`config.mk`:
```
export PLATFORM = sky130hd
export DESIGN_NAME = seq_pattern_detector
export DESIGN_NICKNAME = d
export VERILOG_FILES = /design/src/rtl/seq_det_pkg.sv /design/src/rtl/seq_hist_shreg.sv /design/src/rtl/seq_pattern_detector.sv
export SDC_FILE = /design/constraint.sdc
export NUM_CORES = 1
export LEC_CHECK = 0
export BUFFER_PORTS_ARGS = -buffer_cell sky130_fd_sc_hd__buf_2
export CAP_MARGIN = 25
export CORE_AREA = 3 3 40 42
export DETAILED_ROUTE_END_ITERATION = 8
export DIE_AREA = 0 0 43 45
export PLACE_DENSITY = 0.75
export SLEW_MARGIN = 20
export SYNTH_ARGS = -nofsm -noshare
export SYNTH_HDL_FRONTEND = slang
export SYNTH_SLANG_ARGS = --single-unit
```
`constraint.sdc`:
```
create_clock -name clk -period 1.91 [get_ports clk]
set_clock_uncertainty 0.15 [all_clocks]
set_input_delay 0.0955 -clock clk [delete_from_list [all_inputs] [get_ports clk]]
set_output_delay 0.0955 -clock clk [all_outputs]
set_load 0.03 [all_outputs]
```
`src/rtl/seq_det_pkg.sv`:
```
// Shared types and constants for the serial pattern detector.
package seq_det_pkg;

    localparam int unsigned PAT_W_MIN = 2;
    localparam int unsigned PAT_W_MAX = 16;

    typedef enum logic [1:0] {
        ST_FILL   = 2'b00,
        ST_SEARCH = 2'b01,
        ST_HIT    = 2'b10
    } seq_state_e;

    // Width of a counter that can hold 0..pat_w inclusive.
    function automatic int unsigned fill_width(input int unsigned pat_w);
        return $clog2(pat_w + 1);
    endfunction

endpackage

```
`src/rtl/seq_hist_shreg.sv`:
```
// Bit-history shift register with a saturating count of accepted bits.
module seq_hist_shreg
    import seq_det_pkg::*;
#(
    parameter int unsigned PAT_W  = 4,
    parameter int unsigned FILL_W = fill_width(PAT_W)
) (
    input  logic              clk,
    input  logic              rst,
    input  logic              clr,
    input  logic              shift_en,
    input  logic              din,
    output logic [PAT_W-1:0]  hist,
    output logic [FILL_W-1:0] fill
);

    logic [PAT_W-1:0]  hist_q, hist_d;
    logic [FILL_W-1:0] fill_q, fill_d;

    always_comb begin
        hist_d = hist_q;
        fill_d = fill_q;
        if (clr) begin
            hist_d = '0;
            fill_d = '0;
        end else if (shift_en) begin
            hist_d = {hist_q[PAT_W-2:0], din};
            if (fill_q != FILL_W'(PAT_W)) begin
                fill_d = fill_q + FILL_W'(1);
            end
        end
    end

    always_ff @(posedge clk) begin
        if (rst) begin
            hist_q <= '0;
            fill_q <= '0;
        end else begin
            hist_q <= hist_d;
            fill_q <= fill_d;
        end
    end

    assign hist = hist_q;
    assign fill = fill_q;

endmodule

```
`src/rtl/seq_pattern_detector.sv`:
```
// Run-time loadable serial pattern detector with registered match pulse.
// Optional saturating hit counter enabled by defining SEQDET_COUNT_EN.
module seq_pattern_detector
    import seq_det_pkg::*;
#(
    parameter int unsigned      PAT_W   = 4,
    parameter logic [PAT_W-1:0] PAT_RST = PAT_W'(4'b1001),
    parameter int unsigned      CNT_W   = 8
) (
    input  logic             clk,
    input  logic             rst,
    input  logic             din_valid,
    input  logic             din,
    input  logic             pat_load,
    input  logic [PAT_W-1:0] pat_in,
    input  logic             overlap_en,
    output logic             match,
    output logic [CNT_W-1:0] match_cnt
);

    localparam int unsigned FILL_W  = fill_width(PAT_W);
    localparam int unsigned FILL_NW = FILL_W + 1;

    if (PAT_W < PAT_W_MIN || PAT_W > PAT_W_MAX) begin : g_pat_w_check
        $error("seq_pattern_detector: PAT_W out of range");
    end

    seq_state_e        state_q, state_d;
    logic [PAT_W-1:0]  pat_q, pat_d;
    logic              match_q, match_d;
    logic [PAT_W-1:0]  hist;
    logic [FILL_W-1:0] fill;
    logic [FILL_NW-1:0] fill_nx;
    logic              fill_ok_now;
    logic              fill_ok_nx;
    logic              hit_c;
    logic              shreg_clr_c;
    logic              shreg_shift_c;

    // Pattern completes when the incoming bit plus held history equals pat.
    always_comb begin
        fill_nx     = {1'b0, fill} + FILL_NW'(din_valid);
        fill_ok_now = ({1'b0, fill} >= FILL_NW'(PAT_W - 1));
        fill_ok_nx  = (fill_nx >= FILL_NW'(PAT_W - 1));
        hit_c       = din_valid && !pat_load && fill_ok_now &&
                      ({hist[PAT_W-2:0], din} == pat_q);
    end

    assign shreg_clr_c   = pat_load || (hit_c && !overlap_en);
    assign shreg_shift_c = din_valid && !pat_load;

    seq_hist_shreg #(
        .PAT_W  (PAT_W),
        .FILL_W (FILL_W)
    ) u_hist (
        .clk      (clk),
        .rst      (rst),
        .clr      (shreg_clr_c),
        .shift_en (shreg_shift_c),
        .din      (din),
        .hist     (hist),
        .fill     (fill)
    );

    always_comb begin
        state_d = state_q;
        pat_d   = pat_q;
        match_d = 1'b0;
        if (pat_load) begin
            pat_d   = pat_in;
            state_d = ST_FILL;
        end else if (hit_c) begin
            state_d = ST_HIT;
            match_d = 1'b1;
        end else begin
            case (state_q)
                ST_FILL:   if (din_valid && fill_ok_nx) state_d = ST_SEARCH;
                ST_SEARCH: state_d = ST_SEARCH;
                ST_HIT:    state_d = fill_ok_nx ? ST_SEARCH : ST_FILL;
                default:   state_d = ST_FILL;
            endcase
        end
    end

    always_ff @(posedge clk) begin
        if (rst) begin
            state_q <= ST_FILL;
            pat_q   <= PAT_RST;
            match_q <= 1'b0;
        end else begin
            state_q <= state_d;
            pat_q   <= pat_d;
            match_q <= match_d;
        end
    end

    assign match = match_q;

`ifdef SEQDET_COUNT_EN
    logic [CNT_W-1:0] cnt_q, cnt_d;

    // Counts cycles with match high; saturates at all-ones.
    always_comb begin
        cnt_d = cnt_q;
        if (pat_load) begin
            cnt_d = '0;
        end else if (match_q && (cnt_q != '1)) begin
            cnt_d = cnt_q + CNT_W'(1);
        end
    end

    always_ff @(posedge clk) begin
        if (rst) begin
            cnt_q <= '0;
        end else begin
            cnt_q <= cnt_d;
        end
    end

    assign match_cnt = cnt_q;
`else
    assign match_cnt = '0;
`endif

endmodule

```
==> flow_metrics.py <==
metrics = {
    "synth": {
        "synth_area_leader_cell": "dfxtp_1",
        "synth_compound_area_share_pct": 14.5,
        "avgSynthCellArea_um2": 9.70,
        "synth_seq_cells": 11,
        "synth-async-reset-ratio_pct": 0,
        "synth_edf_count": 0,
        "synth_top_family_by_area": "simple AND/OR/NAND/NOR gates",
        "syn_area_um2": 621,
        "synth_xor_area_share_pct": 7.06,
        "netlist_instances": 64,
        "synth_most_common_cell": "dfxtp_1",
        "synthAdderAreaFrac_pct": 6.05,
        "yosysUniqueCellTypes": 21,
        "synth_ff_type": "dfxtp_1",
        "synthMuxAreaShare_pct": 4.84,
        "yosysWarnings": 0,
        "yosys.area_share.simple_pct": 18.1,
        "seq_area_frac_synth_pct": 35.5,
        "synth_top_area_share_pct": 35.5,
        "netlist_top_cells_count": "11 x dfxtp_1, 8 x buf_4, 7 x nand2_1",
        "synth_area_leaders": "dfxtp_1 35%, buf_4 9.7%, xnor2_1 7.1%, ha_1 6.0%, mux2i_1 4.8%",
    },
    "timing": {
        "hold_violations": 0,
        "fmax_ghz": 0.610,
        "fin_crit_sh_pct": 85.9,
        "slew_viol_final": 0,
        "tns_ns": 0,
        "rsz0062_at_grt": "no",
        "fin_crit_ns": 1.64,
        "setup_violations": 0,
    },
    "floorplan": {
        "dieHeight_um": 45,
        "num_io_pins": 19,
        "dieArea_um2": 1940,
        "die_w_um": 43,
        "fp-row-count": 13,
        "core_area_um2": 1280,
        "initial_utilization_pct": 48.3,
    },
    "route": {
        "route.detailed.drc": 0,
        "via_count": 510,
        "wl_per_cell_um": 13.4,
        "wl_um": 1360,
        "ant_nets": 0,
        "via_per_inst": 5.00,
        "first_iter_violations": 23,
        "first_pass_iters": 4,
    },
    "cells_and_area": {
        "final_cell_area_um2": 781,
        "post-route-util_pct": 60.8,
        "fillerInstances": 96,
        "drive_gt1_share_pct": 19.5,
        "fin_nets": 101,
        "syn_to_final_growth_pct": 25.8,
        "multiInputGateArea_um2": 344,
        "ff_latch_area_um2": 220,
        "antenna_cells": 0,
    },
    "status": {
        "status": "complete, no violations",
    },
    "clocking": {
        "path_clk_slew_ns": 0.07,
        "cts_buffers": 3,
        "clock_latency_ns": 0.27,
        "cts.sink_count": 11,
        "clockBufferDepth": 2,
        "htree_levels": 1,
        "cts_setup_buffers": 0,
        "tritoncts": "done",
        "cts-root-buf": "clkbuf_4",
    },
    "grt": {
        "gr-usage-met1_pct": 19.3,
        "antenna_found_initial": 0,
        "grt_max_degree": 11,
        "grt.busiest_layer": "met2",
        "met3_usage_pct": 3.59,
        "grtUsageMet2_pct": 28.7,
        "grt_pass1_vias": 485,
        "grt-ovfl-total": 0,
        "track_usage_pct": 16.1,
        "grt_pass1_wl_um": 2260,
    },
    "hold_path": {
        "min-delay-path-class": "primary input to flip-flop",
    },
    "pwr": {
        "ir_worst_vdd_mv": 0.442,
        "power_w": 0.000494,
        "power_frac_seq_pct": 48.8,
        "pwr-share-comb_pct": 19.7,
        "p_leak_nw": 0.329,
        "clockPowerShare_pct": 31.4,
        "intPower_w": 0.000359,
        "power.density_nw_per_um2": 633,
        "p_sw_w": 0.000135,
        "p_sw_share_pct": 27.4,
    },
    "worst_setup_path": {
        "crit_type": "primary input to flip-flop",
        "crit_required_ns": 1.92,
        "cp_max_fo": 6,
        "arrival_ns": 1.65,
        "cp-start-kind": "primary input",
        "end_kind": "flip-flop",
    },
    "run": {
        "maxCapViolations": 0,
    },
    "place": {
        "io_buffers": 10,
        "dpl_cell_area_um2": 644,
        "gp_congestion": 0.803,
    },
}
==> logic make-up after synthesis <==
| kind of cell | Yosys count |
|---|---|
| AND/OR/NAND/NOR | 18 |
| buffers and inverters | 12 |
| AO/OA/AOI/OAI | 11 |
| flip-flops | 11 |
| XOR/XNOR | 5 |
| adder cells (fa/ha/maj) | 3 |
| multiplexers | 3 |
| other | 1 |
==> timing repair <==
action | 4_1_cts | 5_1_grt
endpoints found under the hold margin | 7 | 0
gates resized for setup | 0 | 0
hold buffers | 11 | 0
==> layout by cell type, fill, tap and decap left out <==
cell / instances
a211o_1: 3
a21oi_1: 4
nor2_1: 5
o21a_1: 1
dfxtp_1: 11
ha_1: 3
dlygate4sd3_1: 11
nand4_4: 1
clkbuf_1: 1
xnor2_1: 5
o311a_1: 1
buf_2: 10
inv_1: 3
nor4_1: 1
mux2i_1: 3
o21ai_0: 1
nor2b_1: 2
clkbuf_4: 3
nand2b_4: 1
o31ai_4: 1
nor2b_4: 1
conb_1: 8
nand2_1: 7
==> stage by stage <==
step | setup slack, ns | instances | hold slack (ns)
after floorplan | 0.470 | 71 | 0.0179
after global placement | 0.398 | 87 | 0.149
after detailed placement | 0.390 | 87 | 0.153
after CTS | 0.334 | 102 | 0.0231
after global routing | 0.217 | 102 | 0.0434
final | 0.270 | 102 | 0.0380
==> per-layer routing <==
layer / share of wire (%) / vias up
met5: 0 / -
met4: 0 / 0
met3: 6.7 / 0
met2: 53 / 33
met1: 40 / 229
li1: - / 248
==> path summary, 6_finish.rpt <==
path	start	end	slack, ns	cells after the start
hold reg to reg	u_hist.hist[2]	u_hist.hist[2]	0.33	2
setup reg to reg	u_hist.fill[0]	u_hist.hist[1]	0.32	6
hold / removal	din_valid	u_hist.hist[2]	0.04	4
setup / recovery	rst	pat_q[3]	0.27	4
==> state kept, by name, summed over array words and instances (netlist names) <==
register / flops
match: 1
pat_q: 4
u_hist.fill: 3
u_hist.hist: 3
==> layout make-up <==
cell class | instances | share of cell area [%]
Multi-Input combinational cell | 48 | 44.1
Sequential cell | 11 | 28.2
Inverter | 3 | 1.44
Clock buffer | 4 | 3.37
Timing Repair Buffer | 21 | 20.5
Tap cell | 15 | 2.40
==> power groups by stage <==
stage | Combinational, W | Clock [W] | Sequential, W
floorplan | 0.0000716 | 0 | 0.000245
global placement | 0.0000723 | 0 | 0.000246
detailed placement | 0.0000738 | 0 | 0.000246
CTS | 0.0000923 | 0.000159 | 0.000241
global route | 0.000105 | 0.000173 | 0.000242
finish | 0.0000974 | 0.000155 | 0.000241
==> worst max-delay path, stage by stage <==
cell and delay [ns]:
dlygate4sd3_1 0.53, buf_2 0.16, a211o_1 0.30, dlygate4sd3_1 0.56
(Power assumes the default switching activity.)
